==> src/rtl/pipe_pkg.sv <==
// ============================================================================
// Module      : pipe_pkg
// Description : Shared types and constants for the pipeline stage registers.
// Revision    : 1.0 - initial release
// ============================================================================
`default_nettype none

package pipe_pkg;

    localparam logic [31:0] NOP_INSTR = 32'h00000013;

    // Bit positions of the standard side-effect bits inside the control payload
    localparam int unsigned CTRL_WE_REG  = 0;
    localparam int unsigned CTRL_WE_MEM  = 1;
    localparam int unsigned CTRL_IS_LOAD = 2;

    typedef enum logic [1:0] {
        EMPTY = 2'd0,
        FULL  = 2'd1,
        SKID  = 2'd2
    } pipe_state_t;

endpackage

`default_nettype wire

==> src/rtl/pipe_slot.sv <==
// ============================================================================
// Module      : pipe_slot
// Description : One valid+data+ctrl register with load, clear and NOP value.
// Revision    : 1.0 - initial release
// ============================================================================
`default_nettype none

module pipe_slot #(
    parameter int                DATA_W   = 96,
    parameter int                CTRL_W   = 8,
    parameter logic [DATA_W-1:0] NOP_DATA = '0
) (
    input  logic              clk,
    input  logic              rst,
    input  logic              i_clr,
    input  logic              i_ld,
    input  logic              i_drop,
    input  logic [DATA_W-1:0] i_data,
    input  logic [CTRL_W-1:0] i_ctrl,
    output logic              o_valid,
    output logic [DATA_W-1:0] o_data,
    output logic [CTRL_W-1:0] o_ctrl
);

    logic              r_valid;
    logic [DATA_W-1:0] r_data;
    logic [CTRL_W-1:0] r_ctrl;

    // Dropping a beat only clears valid; the payload keeps its last value
    always_ff @(posedge clk) begin
        if (rst || i_clr) begin
            r_valid <= 1'b0;
            r_data  <= NOP_DATA;
            r_ctrl  <= '0;
        end else if (i_ld) begin
            r_valid <= 1'b1;
            r_data  <= i_data;
            r_ctrl  <= i_ctrl;
        end else if (i_drop) begin
            r_valid <= 1'b0;
        end
    end

    assign o_valid = r_valid;
    assign o_data  = r_data;
    assign o_ctrl  = r_ctrl;

endmodule

`default_nettype wire

==> src/rtl/pipe_stage_reg.sv <==
// ============================================================================
// Module      : pipe_stage_reg
// Description : Parametrised valid/ready pipeline stage register with flush
//               and control gating. Define PIPE_SKID_EN for a skid slot.
// Revision    : 1.0 - initial release
// ============================================================================
`default_nettype none

module pipe_stage_reg
    import pipe_pkg::*;
#(
    parameter int                DATA_W   = 96,
    parameter int                CTRL_W   = 8,
    parameter logic [DATA_W-1:0] NOP_DATA = '0
) (
    input  logic              clk,
    input  logic              rst,
    input  logic              in_valid,
    output logic              in_ready,
    input  logic [DATA_W-1:0] in_data,
    input  logic [CTRL_W-1:0] in_ctrl,
    input  logic              flush,
    output logic              out_valid,
    input  logic              out_ready,
    output logic [DATA_W-1:0] out_data,
    output logic [CTRL_W-1:0] out_ctrl,
    output logic              out_nop
);

    logic              w_in_xfer;
    logic              w_out_xfer;
    logic              w_main_ld;
    logic              w_main_drop;
    logic [DATA_W-1:0] w_main_ld_data;
    logic [CTRL_W-1:0] w_main_ld_ctrl;
    logic              w_main_valid;
    logic [DATA_W-1:0] w_main_data;
    logic [CTRL_W-1:0] w_main_ctrl;

    assign w_out_xfer = w_main_valid && out_ready;
    assign w_in_xfer  = in_valid && in_ready && !flush;

    pipe_slot #(
        .DATA_W   (DATA_W),
        .CTRL_W   (CTRL_W),
        .NOP_DATA (NOP_DATA)
    ) u_main_slot (
        .clk     (clk),
        .rst     (rst),
        .i_clr   (flush),
        .i_ld    (w_main_ld),
        .i_drop  (w_main_drop),
        .i_data  (w_main_ld_data),
        .i_ctrl  (w_main_ld_ctrl),
        .o_valid (w_main_valid),
        .o_data  (w_main_data),
        .o_ctrl  (w_main_ctrl)
    );

`ifdef PIPE_SKID_EN
    pipe_state_t       r_state;
    pipe_state_t       w_state_nxt;
    logic              r_in_ready;
    logic              w_skid_ld;
    logic              w_skid_drop;
    logic              w_skid_valid;
    logic [DATA_W-1:0] w_skid_data;
    logic [CTRL_W-1:0] w_skid_ctrl;

    pipe_slot #(
        .DATA_W   (DATA_W),
        .CTRL_W   (CTRL_W),
        .NOP_DATA (NOP_DATA)
    ) u_skid_slot (
        .clk     (clk),
        .rst     (rst),
        .i_clr   (flush),
        .i_ld    (w_skid_ld),
        .i_drop  (w_skid_drop),
        .i_data  (in_data),
        .i_ctrl  (in_ctrl),
        .o_valid (w_skid_valid),
        .o_data  (w_skid_data),
        .o_ctrl  (w_skid_ctrl)
    );

    // Ready is registered from the next state, so out_ready never reaches it
    always_ff @(posedge clk) begin
        if (rst) begin
            r_state    <= EMPTY;
            r_in_ready <= 1'b1;
        end else begin
            r_state    <= w_state_nxt;
            r_in_ready <= (w_state_nxt != SKID);
        end
    end

    always_comb begin
        w_state_nxt = r_state;
        w_main_ld   = 1'b0;
        w_main_drop = 1'b0;
        w_skid_ld   = 1'b0;
        w_skid_drop = 1'b0;
        if (flush) begin
            w_state_nxt = EMPTY;
        end else begin
            case (r_state)
                EMPTY: begin
                    if (w_in_xfer) begin
                        w_state_nxt = FULL;
                        w_main_ld   = 1'b1;
                    end
                end
                FULL: begin
                    if (w_in_xfer && w_out_xfer) begin
                        w_main_ld   = 1'b1;
                    end else if (w_in_xfer) begin
                        w_state_nxt = SKID;
                        w_skid_ld   = 1'b1;
                    end else if (w_out_xfer) begin
                        w_state_nxt = EMPTY;
                        w_main_drop = 1'b1;
                    end
                end
                SKID: begin
                    if (w_out_xfer) begin
                        w_state_nxt = FULL;
                        w_main_ld   = 1'b1;
                        w_skid_drop = 1'b1;
                    end
                end
                default: w_state_nxt = EMPTY;
            endcase
        end
    end

    assign in_ready       = r_in_ready || flush;
    assign w_main_ld_data = w_skid_valid ? w_skid_data : in_data;
    assign w_main_ld_ctrl = w_skid_valid ? w_skid_ctrl : in_ctrl;
`else
    // The main slot's valid bit is the EMPTY/FULL state
    assign in_ready       = flush || !w_main_valid || out_ready;
    assign w_main_ld      = w_in_xfer;
    assign w_main_drop    = w_out_xfer && !w_in_xfer;
    assign w_main_ld_data = in_data;
    assign w_main_ld_ctrl = in_ctrl;
`endif

    assign out_valid = w_main_valid;
    assign out_nop   = !w_main_valid;
    assign out_data  = w_main_data;
    assign out_ctrl  = w_main_valid ? w_main_ctrl : '0;

endmodule

`default_nettype wire

==> config.mk <==
export PLATFORM = sky130hd
export DESIGN_NAME = pipe_stage_reg
export DESIGN_NICKNAME = d
export VERILOG_FILES = /design/src/rtl/pipe_pkg.sv /design/src/rtl/pipe_slot.sv /design/src/rtl/pipe_stage_reg.sv
export SDC_FILE = /design/constraint.sdc
export NUM_CORES = 1
export LEC_CHECK = 0
export ABC_AREA = 1
export CORE_MARGIN = 4
export CORE_UTILIZATION = 38
export DETAILED_ROUTE_END_ITERATION = 10
export PLACE_DENSITY = 0.74
export SLEW_MARGIN = 5
export SYNTH_ARGS = -nofsm -noshare
export SYNTH_HDL_FRONTEND = slang
export SYNTH_SLANG_ARGS = --single-unit
==> constraint.sdc <==
create_clock -name clk -period 1.4 [get_ports clk]
set_clock_uncertainty 0.15 [all_clocks]
set_input_delay 0.28 -clock clk [delete_from_list [all_inputs] [get_ports clk]]
set_output_delay 0.28 -clock clk [all_outputs]
set_load 0.01 [all_outputs]
# Word level (Yosys, flattened, before mapping)
# Index checks and enable logic that the tools add are counted.
# W data, S select, Z words.
totals:
  ram_bits: 0
  latchBits: 0
  out_inout_bits: 107
  memories: 0
  romBits: 0
  register_bits: 105
op_classes:
  eq_ne: 0
  order_cmp: 0
  mux: 3
  n_bitwise: 0
  n_shift: 0
  add_sub_neg: 0
  multipliers: 0
  n_div: 0
  n_reduce_logical: 11
op_table:
  columns: ["cell", "n"]
  rows:
  - ["$mux W8", 1]
  - ["$logic_and A1 B1 Y1", 4]
  - ["$logic_not A1 Y1", 3]
  - ["$logic_or A1 B1 Y1", 3]
  - ["$mux W1", 2]
  - ["$reduce_bool A2 Y1", 1]

# Depth between registers and ports, before layout
# Gate-level depths: netlist (run 1).
logic_depth:
  word_depth: 9
  ltp_mapped: 7
  depth_no_buf: 5

# By module
# Synthesis (run 1) repeated with hierarchy kept, for this count alone.
hier_totals:
  hier_cells: 483
  area_unflattened_um2: 3766.1
by_module_without_submodules:
  columns: ["mod", "instances", "seq_area_each_um2", "cells_per_inst", "area_per_inst_um2"]
  rows:
  - ["pipe_slot", 1, 2102.0, 458, 3661.0]
  - ["pipe_stage_reg", 1, 0.0, 25, 105.1]

# Worst setup path after synthesis (run 1)
# OpenSTA, ideal clock, no wires.
synth_path:
  path_type: "reg2out"
  start: "reg u_main_slot.r_valid, in the netlist u_main_slot.o_valid"
  end: "out in_ready"
  path_slack_ns: -0.211
  t_arrival_ns: 1.181
  path_stages_with_launch: 6
  path_cell_list: "dfxtp_1 buf_2 nand2_1 buf_2 buf_2 or2_1"
synth_via:
  elab_chain_cells: 3
synth_rtl:
  columns: ["element", "line_no", "source"]
  rows:
  - ["from (decl)", "pipe_slot.sv:25", "logic r_valid;"]
  - ["from (signal assigned)", "pipe_slot.sv:32", "r_valid <= 1'b0;"]
  - ["from (signal assigned)", "pipe_slot.sv:36", "r_valid <= 1'b1;"]
  - ["from (signal assigned)", "pipe_slot.sv:40", "r_valid <= 1'b0;"]
  - ["$logic_not A1 Y1", "pipe_stage_reg.sv:142", "assign in_ready = flush || !w_main_valid || out_ready;"]
  - ["$logic_or A1 B1 Y1 (2 in series)", "pipe_stage_reg.sv:142", null]
  - ["to (decl)", "pipe_stage_reg.sv:19", "output logic in_ready,"]
# No other way between the ends.

# Final worst setup path (run 1)
# Same ends and word-level chain as after synthesis.

==> results of run 1 <==
## logic make-up (layout without fill, tap and decap cells)
logic type             Yosys count  after routing  synth area share (%)
AND/OR/NAND/NOR                324            324                  28.9
buffers and inverters          172            419                  15.1
AO/OA/AOI/OAI                  105            105                  11.2
flip-flops                     105            105                  44.8
## per-stage QoR
step | worst slack, ps | hold WS [ps] | TNS, ps | instances | total power [uW]
4_1_cts | -256 | 215 | -9480 | 1092 | 7510
6_report | -247 | 203 | -16210 | 1121 | 7730
3_3_place_gp | -763 | 307 | -61730 | 1062 | 4420
3_5_place_dp | -759 | 316 | -61310 | 1062 | 4430
5_1_grt | -293 | 205 | -22490 | 1121 | 8020
2_1_floorplan | -42.5 | 296 | -42.5 | 706 | 3760
## metal layers
metal | up-vias | share of wire [%] | GRT usage [%]
li1 | 2669 | - | -
met1 | 2496 | 40 | 23.7
met2 | 213 | 49 | 33.3
met3 | 32 | 7.9 | 5.56
met4 | 0 | 2.6 | 5.72
met5 | - | 0 | 0
## placed cells by master, fill, tap and decap left out
| cell | count |
|---|---|
| dfxtp_4 | 1 |
| nand3_1 | 75 |
| buf_12 | 15 |
| a21oi_2 | 43 |
| dlygate4sd2_1 | 5 |
| clkbuf_16 | 21 |
| dfxtp_2 | 3 |
| nand2_2 | 9 |
| nor2_1 | 103 |
| nand3_4 | 4 |
| nand2_4 | 1 |
| a21oi_1 | 52 |
| buf_6 | 23 |
| inv_1 | 108 |
| clkdlybuf4s50_1 | 105 |
| inv_2 | 7 |
| clkinvlp_4 | 1 |
| a21oi_4 | 9 |
| bufinv_16 | 4 |
| clkbuf_2 | 59 |
| buf_4 | 20 |
| clkbuf_8 | 1 |
| buf_8 | 5 |
| dfxtp_1 | 101 |
| clkdlybuf4s15_1 | 35 |
| nor2_2 | 1 |
| a21boi_2 | 1 |
| nor2_4 | 2 |
| buf_2 | 1 |
| or2_4 | 1 |
| nand3_2 | 25 |
| nand2_1 | 102 |
| nand2_8 | 1 |
| buf_16 | 9 |
## worst max-delay path: stages, from the launching register on
cell	delay, ps
dfxtp_4	370
buf_6	110
nand2_8	40
or2_4	240
buf_6	120
## timing repair
action / CTS / global route
endpoints found under the setup margin: 212 / 200
gates resized for setup: 200 / 261
gates cloned: 6 / 17
setup buffers: 9 / 15
hold buffers: 0 / 0
pin swaps: 3 / 45
## state kept, by name (all words and copies together) (netlist names)
signal / count
u_main_slot.o_data: 96
u_main_slot.o_ctrl: 8
u_main_slot.o_valid: 1
## worst paths after layout
path                     startpoint                     end  slack, ps  cells after the start
max reg2reg     u_main_slot.o_valid  u_main_slot.o_data[70]       -230                      8
min reg2reg  u_main_slot.o_data[36]  u_main_slot.o_data[36]        320                      2
min                        in_valid     u_main_slot.o_valid        200                      3
max             u_main_slot.o_valid                in_ready       -250                      4
## cell type report
cell class	instances	share of cell area, %
multi-input combinational	429	27.8
inverter	115	5.03
timing repair buffer	289	35.9
tap	168	2.45
clock buffer	10	2.79
clock inverter	5	1.49
sequential	105	24.6
## report_power, final
part,switching (uW),internal (uW),leakage (uW)
registers,65.2,3090,0.000857
logic,659,804,0.00293
clock network,1140,1970,0.000175
==> metrics, run 1 <==
via/cell ratio 4.83; grt total ovfl 0; CP startpoint kind flop; Num CTS Buffers 9; arrival time worst endpoint 1220 ps; Synthesized Nets 815; Layout fillers between 900 and 1000; Routability Congestion about 0.78; layout cells sized above 1 28.0%; Tmin final 1650 ps; Synth Instances 706; initial antenna violation count 0; CTS tree yes; violation count after the first detailed-routing iteration a little over 300; setup violators final 116; Tcrit/Tclk final 118%; WL/cell 15.4 um; Die Y 119 um; asr flop ratio synth 0%; IO Count 216; row count 40; syn_area_per_cell 6.65 um2; leakage 0.00396 uW; CTS H-tree depth 3; CTS sink cnt 105; Routed Antenna Nets 0; via count 5410; Finished Cell Area ~8600 um2; Die ar. 14200 um2; status complete, but fails checks; Die W 119 um; Reg area 2110 um2; Synth top area share 44.8%; PwrDens around 900 nW/um2; Worst Slack Setup Final -247 ps; Worst setup EP type primary output; endpoints failing hold 0; clk root buf clkbuf_16; Max Transition Viols Final 0; area of the multi-input gates ~2400 um2; CP Class flop to primary output; relative slew slack between 80 and 90%; Antenna Diode Count 0; count leader, synth inv_1; drt drc 0; core area 12100 um2; CTS clk-pin slew, worst paths ~70 ps; gr usage total 19.5%; drt first pass iters 4; clock latency on the worst-skew pair 330 ps; failing checks setup timing; post-synthesis sequential area ratio approximately 45%; drt total wl between 15000 and 20000 um; number of global-route vias before repair between 4000 and 5000; Worst-Margin Slew approximately 240 ps; Post-synth EDFFs 0; placed instance area 7220 um2; Area contributors post-synth dfxtp_1 (45%), a21oi_1 (11%), nand3_1 (11%), inv_1 (9.1%), nand2_1 (9.0%); Layout area overhead 82.7%; most frequent cells after synthesis inv_1 (114), nand2_1 (113), dfxtp_1 (105); largest net degree at the start of global routing 50; flops & latches, synth ~110; Synth area leader dfxtp_1; Nets 1058; Max-Cap Viols 0; Max FO, Critical Path 3; CP Data Required Time 970 ps; fmax 607 MHz; Cell variety after synth 15; initial core utilization 38.9%; Peak VDD IR 0.746 mV; yosys warns 0; Final Core Density a little under three quarters; Clock Tree Buf Depth 2; DPL Wire Length 9020 um; RSZ-0062 raised after global routing yes; Post-Syn Area 4700 um2; first-pass GRT wire length ~23000 um; commonest register cell after synthesis dfxtp_1; Port Buf Inserts roughly 220; Hold WC Path Type input port to flop
(Power assumes the default switching activity.)
==> run 2: changes to the inputs <==
- CORE_MARGIN: 4 -> 2
- SKIP_LAST_GASP: default -> 1
==> run 2 against run 1 <==
  * The flow still finishes with violations (setup timing)
  * Combinational power shrank 12%
  * Global-route usage increased by 1.9 points
  * Largest power group unchanged
  * Highest routed layer unchanged
  * Power decreased by 7.1%
  * Routed wire length is 18% lower
  * Critical path depth is 1 higher
==> metrics, run 2 (same netlist as run 1, synthesis figures left out) <==
clk root buf clkbuf_16; Tot Pwr 7180 uW; violation count after the first detailed-routing iteration about 320; PwrDens between 900 and 1000 nW/um2; relative slew slack between 70% and 80%; Layout area overhead 66.0%; Met2 Wirelength 6800 um; Antenna Diode Count 0; fmax roughly 600 MHz; grt total ovfl 0; leakage roughly 0.0037 uW; RSZ-0062 raised after global routing yes; CTS H-tree depth 3; worst r2r src u_main_slot.o_valid; reg2reg end u_main_slot.o_data[7]; WL/cell around 13 um; Reg area 2110 um2; Final Core Density 64.6%; met3 WL post-DR 1000 um; via count 5009; clock latency on the worst-skew pair about 330 ps; Layout fillers 1089; most frequent cells in the layout inv_1 (111), nand2_1 (108), clkdlybuf4s50_1 (106); Total Neg Setup Slack -12310 ps; CTS Hold Bufs 0; Nets 1027; Hold Path Stages 3; Die ar. 13300 um2; FF-to-FF path depth 7; status complete, but fails checks; initial antenna violation count 0; gr usage total a little over a fifth; M1 WL 6080 um; R2R setup slack -190 ps; drt first pass iters 4; Critical Path Max Stage Delay ~430 ps; CP startpoint out_ready; initial core utilization 38.9%; CP startpoint kind input port; top sig layer met4; first-pass GRT wire length 22800 um; CTS clk-pin slew, worst paths 70 ps; core area roughly 12000 um2; Max Transition Viols Final 0; Tcrit/Tclk final 120%; endpoints failing hold 0; Post-Layout Cell Count 1091; drt drc 0; area of the multi-input gates roughly 1900 um2; DPL Wire Length 8550 um; Routed Antenna Nets 0; Worst setup EP type primary output; CTS tree yes; failing checks setup timing; slowest CP cell clkdlybuf4s50_1; drt total wl 14100 um; Max-Cap Viols 0; Hold Slack between 200 and 250 ps; Routability Congestion about 0.76; Max FO, Critical Path 2; CP Data Required Time 970 ps; Die W 115 um; Worst Slack Setup Final -275 ps; max FFs per register 96; commonest non-fill, non-tap cell in the layout inv_1; Peak VDD IR 0.799 mV; Cells after DPL 1052; Hold WC Path Type input port to flop; end point of the critical path in_ready; Tmin final around 1700 ps; Num CTS Buffers 9; CP Class input port to primary output; row count 40; Die Y 115 um; number of global-route vias before repair about 4600; HP Start in_valid; layout cells sized above 1 12.2%; IO Count 216; setup violators final around 110; Port Buf Inserts around 220; Worst-Margin Slew 303 ps; largest net degree at the start of global routing 77; arrival time worst endpoint 1240 ps; Critical Path, Cell by Cell clkdlybuf4s50_1 -> inv_2 -> nand2_8 -> or2_4 -> buf_6; CTS sink cnt 105; via/cell ratio 4.59; Clock Tree Buf Depth 2
==> run 2: changes by cell type in the layout (fill, tap and decap cells not counted), sizes merged <==
cell	delta
clkdlybuf4s50	+1
dlygate4sd2	+8
buf	-24
bufbuf	+5
clkdlybuf4s15	+22
clkbuf	-42
clkinv	+2
bufinv	-2
==> run 2: layer usage <==
| metal | vias up | global-route usage (%) |
|---|---|---|
| met2 | 141 | 37.3 |
| met5 | - | 0 |
| met1 | 2251 | 25.9 |
| met4 | 0 | 6.51 |
| li1 | 2603 | - |
| met3 | 14 | 5.59 |
==> run 2: per-stage QoR <==
| stage | setup WS, ps | cell area [um2] |
|---|---|---|
| floorplan | -42.5 | 4730 |
| global placement | -673 | 7100 |
| detailed placement | -679 | 7100 |
| CTS | -292 | 7860 |
| global route | -313 | 7790 |
| finish | -275 | 7790 |
==> run 2: layout make-up <==
cell class / count / area share, %
Timing Repair Buffer: 258 / 35.7
Sequential cell: 105 / 27.0
Multi-Input combinational cell: 429 / 24.8
Inverter: 115 / 5.54
Clock buffer: 11 / 3.24
Tap cell: 168 / 2.70
Clock inverter: 5 / 0.995
==> run 2: repair_timing <==
item,in CTS,in global routing
gates cloned,12,0
endpoints found under the setup margin,212,198
pin swaps,4,0
setup buffers,12,1
resized for setup,193,101
==> run 2: power breakdown <==
group / switching (uW) / internal [uW] / leakage [uW]
clock: 1100 / 1660 / 0.000162
combinational: 553 / 727 / 0.00265
sequential: 53.5 / 3090 / 0.000855
==> run 2: worst min path at each step <==
stage               slack [ps]                endpoint
detailed placement         320  u_main_slot.o_data[74]
global route               250     u_main_slot.o_valid
global placement           310  u_main_slot.o_data[13]
finish                     240     u_main_slot.o_valid
floorplan                  300     u_main_slot.o_valid
CTS                        230     u_main_slot.o_valid
==> run 2: critical path, delay by kind of cell <==
family	cells	cell delay [ps]
simple gates	2	290
buf+inv	3	670
==> run 3: changes to the inputs <==
- CELL_PAD_IN_SITES_DETAIL_PLACEMENT: default -> 1
- CELL_PAD_IN_SITES_GLOBAL_PLACEMENT: default -> 2
- CORE_UTILIZATION: 38 -> 19
- PLACE_DENSITY: 0.74 -> 0.73
- SETUP_SLACK_MARGIN: default -> 0.1
==> run 3 against run 2 <==
  * The flow still finishes with violations (setup timing)
  * Die area up 96%
  * Combinational power up 20%
  * Fmax up 2.3%
  * Cell count up 18%
  * Design area up 14%
  * Via count up 6.1%
  * Hold slack worse by 54 ps
  * Register-to-register slack worse by 50 ps
  * Largest power group unchanged
==> metrics, run 3 (same netlist as run 1, synthesis figures left out) <==
status complete, but fails checks; failing checks setup timing; Worst-Margin Slew 453 ps; clk root buf clkbuf_16; Tcrit/Tclk final 117%; CTS tree yes; core area 24300 um2; number of global-route vias before repair 5226; Worst setup EP type flop; Layout area overhead 90.0%; Port Buf Inserts approximately 220; drt first pass iters 4; Die W between 150 and 200 um; CTS sink cnt 105; CTS H-tree depth 3; Peak VDD IR 0.482 mV; initial core utilization 19.3%; via count 5313; Placement Setup Slack -626 ps; arrival time worst endpoint 1750 ps; Die Y 161 um; CP Class flop to flop; Num CTS Buffers 9; relative slew slack 69.8%; max FFs per register 96; Tmin final 1640 ps; reg2reg end u_main_slot.o_data[72]; commonest non-fill, non-tap cell in the layout inv_1; R2R setup slack -240 ps; CTS clk-pin slew, worst paths roughly 80 ps; fmax 611 MHz; DPL Wire Length 11300 um; Max-Cap Viols 0; row count 57; Hold WC Path Type input port to flop; violation count after the first detailed-routing iteration 193; IO Count about 220; initial antenna violation count 0; via/cell ratio about 4.1; Worst Slack Setup Final -237 ps; Hold Slack 186 ps; RSZ-0062 raised after global routing yes; FF-to-FF path depth 9; worst r2r src u_main_slot.o_valid; Nets 1062; CP Data Required Time 1510 ps; Max Transition Viols Final 0; most frequent cells in the layout inv_1 (110), clkdlybuf4s50_1 (105), nor2_1 (102); grt total ovfl 0; Die ar. 26000 um2; gr usage total 14.3%; drt drc 0; endpoints failing hold 0; PwrDens just over 800 nW/um2; drt total wl 19800 um; Max FO, Critical Path 8; Clock Tree Buf Depth 2; CP startpoint kind flop; leakage 0.00413 uW; largest net degree at the start of global routing 69; WL/cell ~15 um; Layout fillers approximately 2900; setup violators final 116; Routed Antenna Nets 0; hold endpoint u_main_slot.o_valid; clock latency on the worst-skew pair between 300 and 400 ps; Antenna Diode Count 0; first-pass GRT wire length between 20000 and 30000 um; Hold Path Stages 3; Routability Congestion 0.685; HP Start in_valid; layout cells sized above 1 43.4%
[run 3: cell count changes in the layout (fill, tap and decap cells not counted), sizes merged, moves of 2 or more]
cell,change
bufinv,-2
clkdlybuf4s15,-57
buf,+127
dlygate4sd2,-11
clkinvlp,+2
clkbuf,-23
[run 3: worst max path at each step]
| stage | startpoint | endpoint |
|---|---|---|
| 2_1_floorplan | u_main_slot.o_valid | in_ready |
| 3_3_place_gp | out_ready | in_ready |
| 3_5_place_dp | out_ready | in_ready |
| 4_1_cts | u_main_slot.o_valid | in_ready |
| 5_1_grt | u_main_slot.o_valid | u_main_slot.o_data[72] |
| 6_report | u_main_slot.o_valid | u_main_slot.o_data[72] |
[run 3: cell type report]
cell class                      count  area [um2]  share of cell area [%]
Multi-Input combinational cell    429        2480                    27.8
Clock inverter                      5        40.0                   0.449
Sequential cell                   105        2200                    24.7
Timing Repair Buffer              293        3120                    35.0
Tap cell                          324         405                    4.54
Inverter                          115         432                    4.84
Clock buffer                       11         243                    2.72
[run 3: power by group]
group	leakage, uW	internal [uW]	switching, uW
logic	0.00311	853	687
registers	0.000891	3100	66.0
clock network	0.000128	1270	1250
total	0.00413	5220	2000
[run 3: worst max-delay path, cell delays in order, from the launching register on]
cell and delay, ps:
dfxtp_4 360, buf_6 120, nand2_8 40, buf_4 130, buf_12 140, buf_16 160
buf_12 140, buf_16 130, a21oi_2 110, nor2_1 50
[run 3: what timing repair did]
action	4_1_cts	5_1_grt
gates resized for setup	561	168
setup buffers	15	11
hold buffers	0	0
setup endpoints to repair	212	161
gates cloned	18	6
pin swaps	26	57
[run 3: per-layer routing]
metal,vias up,routed length (um),global-route usage [%]
met5,-,0,0
met4,0,293,4.34
met3,15,1140,4.11
met2,138,9750,24.8
met1,2474,8630,17.1
li1,2686,-,-
[run 3: per-stage QoR]
step	power (uW)	instance area (um2)	util (%)	setup TNS, ps	cells
after global placement	4460	7440	30.6	-52520	1221
after detailed placement	4470	7440	30.6	-52890	1221
after global routing	7630	8920	36.7	-26140	1282
after floorplan	3760	4730	-	-42.5	706
after CTS	7220	8220	33.8	-21590	1270
final	7230	8920	36.7	-20160	1282
